### src/rtl/frame_capture_ctrl_if.sv
// Byte-stream, host and frame-buffer RAM port signals of frame_capture_ctrl.
// OVERRUN exists only when FCC_REARM_EN is defined.
interface frame_capture_ctrl_if #(
  parameter int ADDR_W = 4
);
  logic              ENABLE;
  logic [7:0]        DBUS;
  logic              HOST_REQ;
  logic [ADDR_W-1:0] HOST_ADDR;
  logic              HOST_ACK;
  logic              HOST_GNT;
  logic              MEM_WE;
  logic [ADDR_W-1:0] MEM_ADDR;
  logic [7:0]        MEM_WDATA;
  logic [ADDR_W-1:0] FRAME_BASE;
  logic              FRAME_RDY;
  logic              BUSY;
`ifdef FCC_REARM_EN
  logic              OVERRUN;

  modport master (
    output ENABLE, DBUS, HOST_REQ, HOST_ADDR, HOST_ACK,
    input  HOST_GNT, MEM_WE, MEM_ADDR, MEM_WDATA, FRAME_BASE, FRAME_RDY, BUSY, OVERRUN
  );
  modport slave (
    input  ENABLE, DBUS, HOST_REQ, HOST_ADDR, HOST_ACK,
    output HOST_GNT, MEM_WE, MEM_ADDR, MEM_WDATA, FRAME_BASE, FRAME_RDY, BUSY, OVERRUN
  );
`else
  modport master (
    output ENABLE, DBUS, HOST_REQ, HOST_ADDR, HOST_ACK,
    input  HOST_GNT, MEM_WE, MEM_ADDR, MEM_WDATA, FRAME_BASE, FRAME_RDY, BUSY
  );
  modport slave (
    input  ENABLE, DBUS, HOST_REQ, HOST_ADDR, HOST_ACK,
    output HOST_GNT, MEM_WE, MEM_ADDR, MEM_WDATA, FRAME_BASE, FRAME_RDY, BUSY
  );
`endif
endinterface

### src/rtl/frame_capture_ctrl.sv
// Sync-word hunter and ring-buffer write sequencer sharing one RAM port with a host reader.
// Define FCC_REARM_EN to re-arm hunting right after each frame and add the sticky OVERRUN flag.
module frame_capture_ctrl #(
  parameter int         ADDR_W    = 4,
  parameter int         FRAME_LEN = 4,
  parameter logic [7:0] SYNC0     = 8'hAA,
  parameter logic [7:0] SYNC1     = 8'h55
) (
  input logic                 CLK,
  input logic                 RST,
  frame_capture_ctrl_if.slave bus
);

  localparam int                CNT_W    = ADDR_W + 1;
  localparam logic [CNT_W-1:0]  LAST_CNT = CNT_W'(FRAME_LEN - 1);
  localparam logic [CNT_W-1:0]  CNT_ONE  = CNT_W'(1'b1);
  localparam logic [ADDR_W-1:0] PTR_ONE  = ADDR_W'(1'b1);

  typedef enum logic [2:0] {
    IDLE    = 3'd0,
    HUNT0   = 3'd1,
    HUNT1   = 3'd2,
    CAPTURE = 3'd3,
    DONE    = 3'd4
  } state_t;

  state_t            state_r, state_s;
  logic [ADDR_W-1:0] wr_ptr_r, wr_ptr_s;
  logic [ADDR_W-1:0] start_ptr_r, start_ptr_s;
  logic [CNT_W-1:0]  cnt_r, cnt_s;
  logic              write_s, last_s;

  logic              gnt_r, gnt_s;
  logic              we_r;
  logic              busy_r;
  logic [ADDR_W-1:0] addr_r, addr_s;
  logic [7:0]        wdata_r, wdata_s;
  logic [ADDR_W-1:0] base_r, base_s;
  logic              rdy_r, rdy_s;
`ifdef FCC_REARM_EN
  logic              ovr_r, ovr_s;
`endif

  // Next-state, pointer bookkeeping and next values of every registered output.
  always_comb begin
    state_s     = state_r;
    wr_ptr_s    = wr_ptr_r;
    start_ptr_s = start_ptr_r;
    cnt_s       = cnt_r;
    write_s     = 1'b0;
    last_s      = 1'b0;
    rdy_s       = rdy_r;
    base_s      = base_r;
    gnt_s       = 1'b0;
    addr_s      = addr_r;
    wdata_s     = wdata_r;
`ifdef FCC_REARM_EN
    ovr_s       = ovr_r;
`endif

    if (!bus.ENABLE) begin
      state_s = IDLE;
      // An interrupted capture leaves no trace: the next frame reuses the same base.
      if (state_r == CAPTURE) begin
        wr_ptr_s = start_ptr_r;
      end else begin
        wr_ptr_s = wr_ptr_r;
      end
    end else begin
      case (state_r)
        IDLE:  state_s = HUNT0;
        HUNT0: begin
          if (bus.DBUS == SYNC0) begin
            state_s = HUNT1;
          end else begin
            state_s = HUNT0;
          end
        end
        HUNT1: begin
          if (bus.DBUS == SYNC1) begin
            state_s     = CAPTURE;
            start_ptr_s = wr_ptr_r;
            cnt_s       = '0;
          end else if (bus.DBUS == SYNC0) begin
            state_s = HUNT1;
          end else begin
            state_s = HUNT0;
          end
        end
        CAPTURE: begin
          write_s  = 1'b1;
          wr_ptr_s = wr_ptr_r + PTR_ONE;
          cnt_s    = cnt_r + CNT_ONE;
          if (cnt_r == LAST_CNT) begin
            last_s = 1'b1;
`ifdef FCC_REARM_EN
            state_s = HUNT0;
`else
            state_s = DONE;
`endif
          end else begin
            state_s = CAPTURE;
          end
        end
        DONE: begin
`ifdef FCC_REARM_EN
          state_s = HUNT0;
`else
          if (bus.HOST_ACK) begin
            state_s = HUNT0;
          end else begin
            state_s = DONE;
          end
`endif
        end
        default: state_s = IDLE;
      endcase
    end

    // Frame completion takes priority over an acknowledge on the same edge.
    if (last_s) begin
      rdy_s  = 1'b1;
      base_s = start_ptr_r;
`ifdef FCC_REARM_EN
      if (rdy_r) begin
        ovr_s = 1'b1;
      end else begin
        ovr_s = ovr_r;
      end
`endif
`ifdef FCC_REARM_EN
    end else if (bus.HOST_ACK) begin
`else
    end else if (bus.HOST_ACK && (state_r == DONE)) begin
`endif
      rdy_s = 1'b0;
    end else begin
      rdy_s = rdy_r;
    end

    // The host never owns the port on an edge that writes or enters CAPTURE.
    gnt_s = bus.HOST_REQ && (state_s != CAPTURE) && !write_s;

    if (write_s) begin
      addr_s  = wr_ptr_r;
      wdata_s = bus.DBUS;
    end else if (gnt_s) begin
      addr_s  = bus.HOST_ADDR;
      wdata_s = wdata_r;
    end else begin
      addr_s  = addr_r;
      wdata_s = wdata_r;
    end
  end

  // State, pointers and registered outputs; RST clears them all asynchronously.
  always_ff @(posedge CLK or posedge RST) begin
    if (RST) begin
      state_r     <= IDLE;
      wr_ptr_r    <= '0;
      start_ptr_r <= '0;
      cnt_r       <= '0;
      gnt_r       <= 1'b0;
      we_r        <= 1'b0;
      busy_r      <= 1'b0;
      addr_r      <= '0;
      wdata_r     <= 8'h00;
      base_r      <= '0;
      rdy_r       <= 1'b0;
`ifdef FCC_REARM_EN
      ovr_r       <= 1'b0;
`endif
    end else begin
      state_r     <= state_s;
      wr_ptr_r    <= wr_ptr_s;
      start_ptr_r <= start_ptr_s;
      cnt_r       <= cnt_s;
      gnt_r       <= gnt_s;
      we_r        <= write_s;
      busy_r      <= write_s;
      addr_r      <= addr_s;
      wdata_r     <= wdata_s;
      base_r      <= base_s;
      rdy_r       <= rdy_s;
`ifdef FCC_REARM_EN
      ovr_r       <= ovr_s;
`endif
    end
  end

  assign bus.HOST_GNT   = gnt_r;
  assign bus.MEM_WE     = we_r;
  assign bus.MEM_ADDR   = addr_r;
  assign bus.MEM_WDATA  = wdata_r;
  assign bus.FRAME_BASE = base_r;
  assign bus.FRAME_RDY  = rdy_r;
  assign bus.BUSY       = busy_r;
`ifdef FCC_REARM_EN
  assign bus.OVERRUN    = ovr_r;
`endif

endmodule

### src/flat_wrapper.sv
// flat-port wrapper written by rule: the top's interface ports become plain ports
module frame_capture_ctrl_flat 
#(
  parameter int         ADDR_W    = 4,
  parameter int         FRAME_LEN = 4,
  parameter logic [7:0] SYNC0     = 8'hAA,
  parameter logic [7:0] SYNC1     = 8'h55
)
  (CLK, RST, bus_ENABLE, bus_DBUS, bus_HOST_REQ, bus_HOST_ADDR, bus_HOST_ACK, bus_HOST_GNT, bus_MEM_WE, bus_MEM_ADDR, bus_MEM_WDATA, bus_FRAME_BASE, bus_FRAME_RDY, bus_BUSY);
  frame_capture_ctrl_if #(.ADDR_W(ADDR_W)) bus_i ();
  input logic CLK;
  input logic RST;
  input wire logic [$bits(bus_i.ENABLE)-1:0] bus_ENABLE;
  input wire logic [$bits(bus_i.DBUS)-1:0] bus_DBUS;
  input wire logic [$bits(bus_i.HOST_REQ)-1:0] bus_HOST_REQ;
  input wire logic [$bits(bus_i.HOST_ADDR)-1:0] bus_HOST_ADDR;
  input wire logic [$bits(bus_i.HOST_ACK)-1:0] bus_HOST_ACK;
  output wire logic [$bits(bus_i.HOST_GNT)-1:0] bus_HOST_GNT;
  output wire logic [$bits(bus_i.MEM_WE)-1:0] bus_MEM_WE;
  output wire logic [$bits(bus_i.MEM_ADDR)-1:0] bus_MEM_ADDR;
  output wire logic [$bits(bus_i.MEM_WDATA)-1:0] bus_MEM_WDATA;
  output wire logic [$bits(bus_i.FRAME_BASE)-1:0] bus_FRAME_BASE;
  output wire logic [$bits(bus_i.FRAME_RDY)-1:0] bus_FRAME_RDY;
  output wire logic [$bits(bus_i.BUSY)-1:0] bus_BUSY;
  assign bus_i.ENABLE = bus_ENABLE;
  assign bus_i.DBUS = bus_DBUS;
  assign bus_i.HOST_REQ = bus_HOST_REQ;
  assign bus_i.HOST_ADDR = bus_HOST_ADDR;
  assign bus_i.HOST_ACK = bus_HOST_ACK;
  assign bus_HOST_GNT = bus_i.HOST_GNT;
  assign bus_MEM_WE = bus_i.MEM_WE;
  assign bus_MEM_ADDR = bus_i.MEM_ADDR;
  assign bus_MEM_WDATA = bus_i.MEM_WDATA;
  assign bus_FRAME_BASE = bus_i.FRAME_BASE;
  assign bus_FRAME_RDY = bus_i.FRAME_RDY;
  assign bus_BUSY = bus_i.BUSY;
  frame_capture_ctrl #(.ADDR_W(ADDR_W), .FRAME_LEN(FRAME_LEN), .SYNC0(SYNC0), .SYNC1(SYNC1)) u_core (.CLK(CLK), .RST(RST), .bus(bus_i));
endmodule
### config.mk
export PLATFORM = sky130hd
export DESIGN_NAME = frame_capture_ctrl_flat
export DESIGN_NICKNAME = d
export VERILOG_FILES = /design/src/rtl/frame_capture_ctrl_if.sv /design/src/rtl/frame_capture_ctrl.sv /design/src/flat_wrapper.sv
export SDC_FILE = /design/constraint.sdc
export NUM_CORES = 1
export LEC_CHECK = 0
export CORE_MARGIN = 10
export CORE_UTILIZATION = 48
export DETAILED_ROUTE_END_ITERATION = 12
export PLACE_DENSITY = 0.76
export SYNTH_ARGS = -nofsm -noshare
export SYNTH_HDL_FRONTEND = slang
export SYNTH_SLANG_ARGS = --single-unit
### constraint.sdc
create_clock -name CLK -period 2.05 [get_ports CLK]
set_input_delay 0.41 -clock CLK [delete_from_list [all_inputs] [get_ports CLK]]
set_output_delay 0.41 -clock CLK [all_outputs]
set_load 0.005 [all_outputs]
Word level (Yosys, flattened, before mapping)
Index checks and enable logic that the tools add are counted.
- bits of input ports: 17
- word-level logic and storage cells: 51
- flip-flop bits (word level): 35
- equality and inequality tests: 9
- muxes and demuxes: 20
- $add $sub $neg: 2
- reductions and logical operators: 10
- operators with widths (cell ; number):
    $mux W4 ; 5
    $pmux W3 S5 ; 1
    $mux W3 ; 4
    $pmux W5 S2 ; 1
    $eq A8 B7 Y1 const B ; 1
    $eq A8 B8 Y1 const B ; 1
    $mux W1 ; 7
    $eq A3 B2 Y1 const B ; 2
    $reduce_and A3 Y1 ; 2
    $reduce_bool A2 Y1 ; 3
    $add A5 B1 Y5 const B ; 1
    $eq A5 B2 Y1 const B ; 1
    $mux W5 ; 1
    $add A4 B1 Y4 const B ; 1
    $eq A3 B1 Y1 const B ; 1
    $eq A3 B3 Y1 const B ; 1
    $logic_and A1 B1 Y1 ; 3
    $logic_not A3 Y1 ; 1
    $ne A3 B2 Y1 const B ; 1
    $mux W2 ; 1
    $ne A2 B1 Y1 const B ; 1
    $logic_not A1 Y1 ; 1

Logic depth before layout (Yosys ltp)
- depth after elaboration: 10
- depth in mapped cells: 8

Worst setup path after synthesis
No wires, ideal clock.
- path type: register to register
- start point: register u_core.cnt_r[0]
- end point: register u_core.base_r[0], in the netlist u_core.bus.FRAME_BASE[0]
- path buffers: 0
- arrival time: 1478 ps
- stages on the path, launching flop included: 5
- required time: 1925 ps
- setup slack: 447 ps
- cells stage by stage: dfrtp_1 -> ha_1 -> nor4b_1 -> nand2_1 -> mux2_2
- word-level cells in the longest chain between the ends: 4
- RTL lines (item ; line ; RTL):
    start: declaration ; frame_capture_ctrl.sv:30 ; logic [CNT_W-1:0] cnt_r, cnt_s;
    start signal: assignment ; frame_capture_ctrl.sv:177 ; cnt_r <= cnt_s;
    $eq A5 B2 Y1 ; frame_capture_ctrl.sv:94 ; if (cnt_r == LAST_CNT) begin
    $mux W1 ; frame_capture_ctrl.sv:94 ;
    $mux W1 ; frame_capture_ctrl.sv:70 ; case (state_r)
    $mux W1 ; frame_capture_ctrl.sv:61 ; if (!bus.ENABLE) begin
    end signal: assignment ; frame_capture_ctrl.sv:183 ; base_r <= base_s;
    end: declaration ; frame_capture_ctrl.sv:38 ; logic [ADDR_W-1:0] base_r, base_s;
No other way between the ends.
A chain may end at the register's enable or synchronous reset.

Worst setup path in the final report
- start point: input bus_DBUS[7]
- end point: register u_core.cnt_r[3]
- word-level cells in the longest chain between the ends: 3
- RTL lines (item ; line ; RTL):
    start: declaration ; flat_wrapper.sv:14 ; input wire logic [$bits(bus_i.DBUS)-1:0] bus_DBUS;
    $eq A8 B7 Y1 ; frame_capture_ctrl.sv:80 ; if (bus.DBUS == SYNC1) begin
    $ne A2 B1 Y1 (no source line) ; n/a ;
    $reduce_and A3 Y1 (no source line) ; n/a ;
No other way between the ends.

==> impl_metrics.json <==
{
  "status": "complete, no violations",
  "fmax_mhz": 573,
  "synth_cell_types": 40,
  "dp_hpwl_mm": 2.89,
  "clkLatencyLatePin_ps": 350,
  "synthArstFlopShare_pct": 100,
  "avgSynthCellArea_um2": 10.2,
  "setup_ws_ps": 304,
  "cp.required_ps": 2320,
  "synth_most_common_cell": "nand2_1",
  "hold_class": "in -> async",
  "slew_headroom_pct": 71.1,
  "cts.clk_slew.worst_paths_ps": 110,
  "netlist_area_um2": 1660,
  "cts.sinks": 35,
  "cp_max_fo": 3,
  "synth_area_leaders": "dfrtp_1, nand2_1, mux2_2, nand4_1, o21ai_0",
  "timing_hold_violations_final": 0,
  "fp.dieH_um": 78.8,
  "reg2reg_depth": 5,
  "port_buffers": 36,
  "grt_overflow": 0,
  "stdcell_area_um2": 2200,
  "nFillCells": 267,
  "track_usage_pct": 12.7,
  "yosysTopAreaCellShare_pct": 52.8,
  "slew_viol_final": 0,
  "fin_cells": 255,
  "tightest_slew_ps": 434,
  "leakagePower_nw": 1.02,
  "max-cap-violations": 0,
  "num_rows": 21,
  "yosysTopAreaCell": "dfrtp_1",
  "cts_buffer_depth": 2,
  "cts_resized": 0,
  "ys.flop_type": "dfrtp_1",
  "ys_warn_count": 0,
  "ios": 37,
  "ir_drop_v": 0.000368,
  "placed_cells": 247,
  "powerDensity_nw_per_um2": 633,
  "gp_congestion": 0.745,
  "synth_edf_count": 0,
  "via_count": 1381,
  "seqCellArea_um2": 876,
  "grt_pass1_wl_mm": 6.31,
  "p_total_mw": 1.39,
  "crit_path_start_kind": "input port",
  "ant_nets": 0,
  "firstDrtPassIters": 4,
  "end_kind": "flop",
  "setup_tns_ps": 0,
  "grt_max_degree": 36,
  "post_synth_inst_count": 163,
  "wl_per_cell_um": 15.5,
  "drt_iter0_markers": 85,
  "placed_cell_area_um2": 2110,
  "cts_root_buffer": "clkbuf_4",
  "worst-setup-path-type": "in -> reg",
  "wirelength_mm": 3.95,
  "period_share_pct": 85.2,
  "setup_viol": 0,
  "synth.net_count": 182,
  "die_w_um": 78.8,
  "r2r_start": "u_core.state_r[0]$_DFF_PP0_",
  "syn2layout_area_growth_pct": 32.4,
  "cts_made_buffers": 5,
  "synth-seq-cells": 35,
  "core_um2": 3340,
  "cts_tree": "built",
  "postCtsSetupRepairBufs": 0,
  "synth_common_cells": "nand2_1, dfrtp_1, mux2_2, o21ai_0, nand4_1",
  "rsz0062_at_grt": "false",
  "dp_slack_ps": -54.9,
  "multi_input_area_um2": 729,
  "antenna_found_initial": 0,
  "drive_gt1_share_pct": 14.8,
  "initial_utilization_pct": 49.7,
  "worstReg2RegEnd": "u_core.bus.FRAME_BASE[3]$_DFFE_PP0P_",
  "grt_pass1_vias": 1315,
  "min_period_ps": 1750,
  "finClkSkew_ps": 12.7,
  "die_area_um2": 6210,
  "critical_path_arrival_ps": 2010,
  "reg2reg_slack_ps": 370,
  "drc": 0,
  "antenna_cells": 0,
  "htree_levels": 2,
  "final_nets": 227,
  "seq_area_frac_synth_pct": 52.8,
  "vias_per_cell": 5.42,
  "postCtsHoldBufs": 0
}
## kinds of logic after synthesis
group	Yosys count	synth area share, %
AO/OA/AOI/OAI	28	11.0
adder cells (fa/ha/maj)	2	1.51
buffers and inverters	11	3.24
AND/OR/NAND/NOR	76	24.3
XOR/XNOR	1	0.528
multiplexers	10	6.64
flip-flops	35	52.8
## critical path: stages
cell	delay, ps
clkdlybuf4s50_1	460
nor4b_4	350
a21oi_2	120
or4_1	510
a21boi_1	160
## stage by stage
step / util (%) / hold WS (ps)
4_1_cts: 65.8 / 469
2_1_floorplan: - / 470
3_5_place_dp: 63.2 / 467
5_1_grt: 65.8 / 481
3_3_place_gp: 63.2 / 460
6_report: 65.8 / 455
## layout by cell type, fill, tap and decap left out, types with 2 or more instances in the layout
cell type	count
a21boi_1	2
a21oi_1	4
and3_1	2
buf_4	10
clkbuf_4	5
clkdlybuf4s50_1	36
dfrtp_1	35
ha_1	2
inv_1	2
mux2_2	8
mux2i_1	2
nand2_1	39
nand2b_1	2
nand3_1	5
nand4_1	6
nor2_1	4
nor2b_1	4
nor3b_1	2
nor4b_1	2
o211ai_1	4
o21ai_0	7
o31ai_1	4
or4_1	2
## worst max path at each step
stage,start,slack [ps],to,cells after the start
after global routing,u_core.state_r[0]$_DFF_PP0_,240,u_core.bus.MEM_ADDR[2]$_DFFE_PP0P_,5
after floorplan,u_core.cnt_r[0]$_DFFE_PP0P_,450,u_core.bus.FRAME_BASE[0]$_DFFE_PP0P_,4
after global placement,bus_DBUS[7],10,u_core.cnt_r[4]$_DFFE_PP0P_,5
after detailed placement,bus_DBUS[7],-50,u_core.cnt_r[3]$_DFFE_PP0P_,5
final,bus_DBUS[7],300,u_core.cnt_r[3]$_DFFE_PP0P_,5
after CTS,bus_DBUS[7],300,u_core.cnt_r[3]$_DFFE_PP0P_,5
## area by class of cell
cell class,instances,area share (%)
flip-flops and latches,35,39.9
multi-input cells,117,33.2
repair buffers,46,19.8
well taps,46,2.62
clock buffers,6,2.34
clock inverters,2,1.60
inverters,3,0.513
## layer usage
layer	track usage (%)	vias up	wire, um
met4	3.94	0	48
met1	15.1	670	1720
met5	0	-	0
met2	20.2	42	1960
li1	-	662	-
met3	5.63	7	211
## power breakdown
group          internal, mW  switching [mW]
sequential            0.710          0.0167
combinational        0.0775          0.0594
clock                 0.288           0.238
total                  1.08           0.314
## sequential cells by signal (all words and copies together) (netlist names)
register	count
u_core.wr_ptr_r	4
u_core.bus.FRAME_RDY	1
u_core.bus.MEM_WDATA	8
u_core.bus.MEM_WE	1
u_core.state_r	3
u_core.bus.FRAME_BASE	4
u_core.start_ptr_r	4
u_core.bus.HOST_GNT	1
u_core.cnt_r	5
u_core.bus.MEM_ADDR	4
No activity file was read; power rests on OpenSTA's default activity.
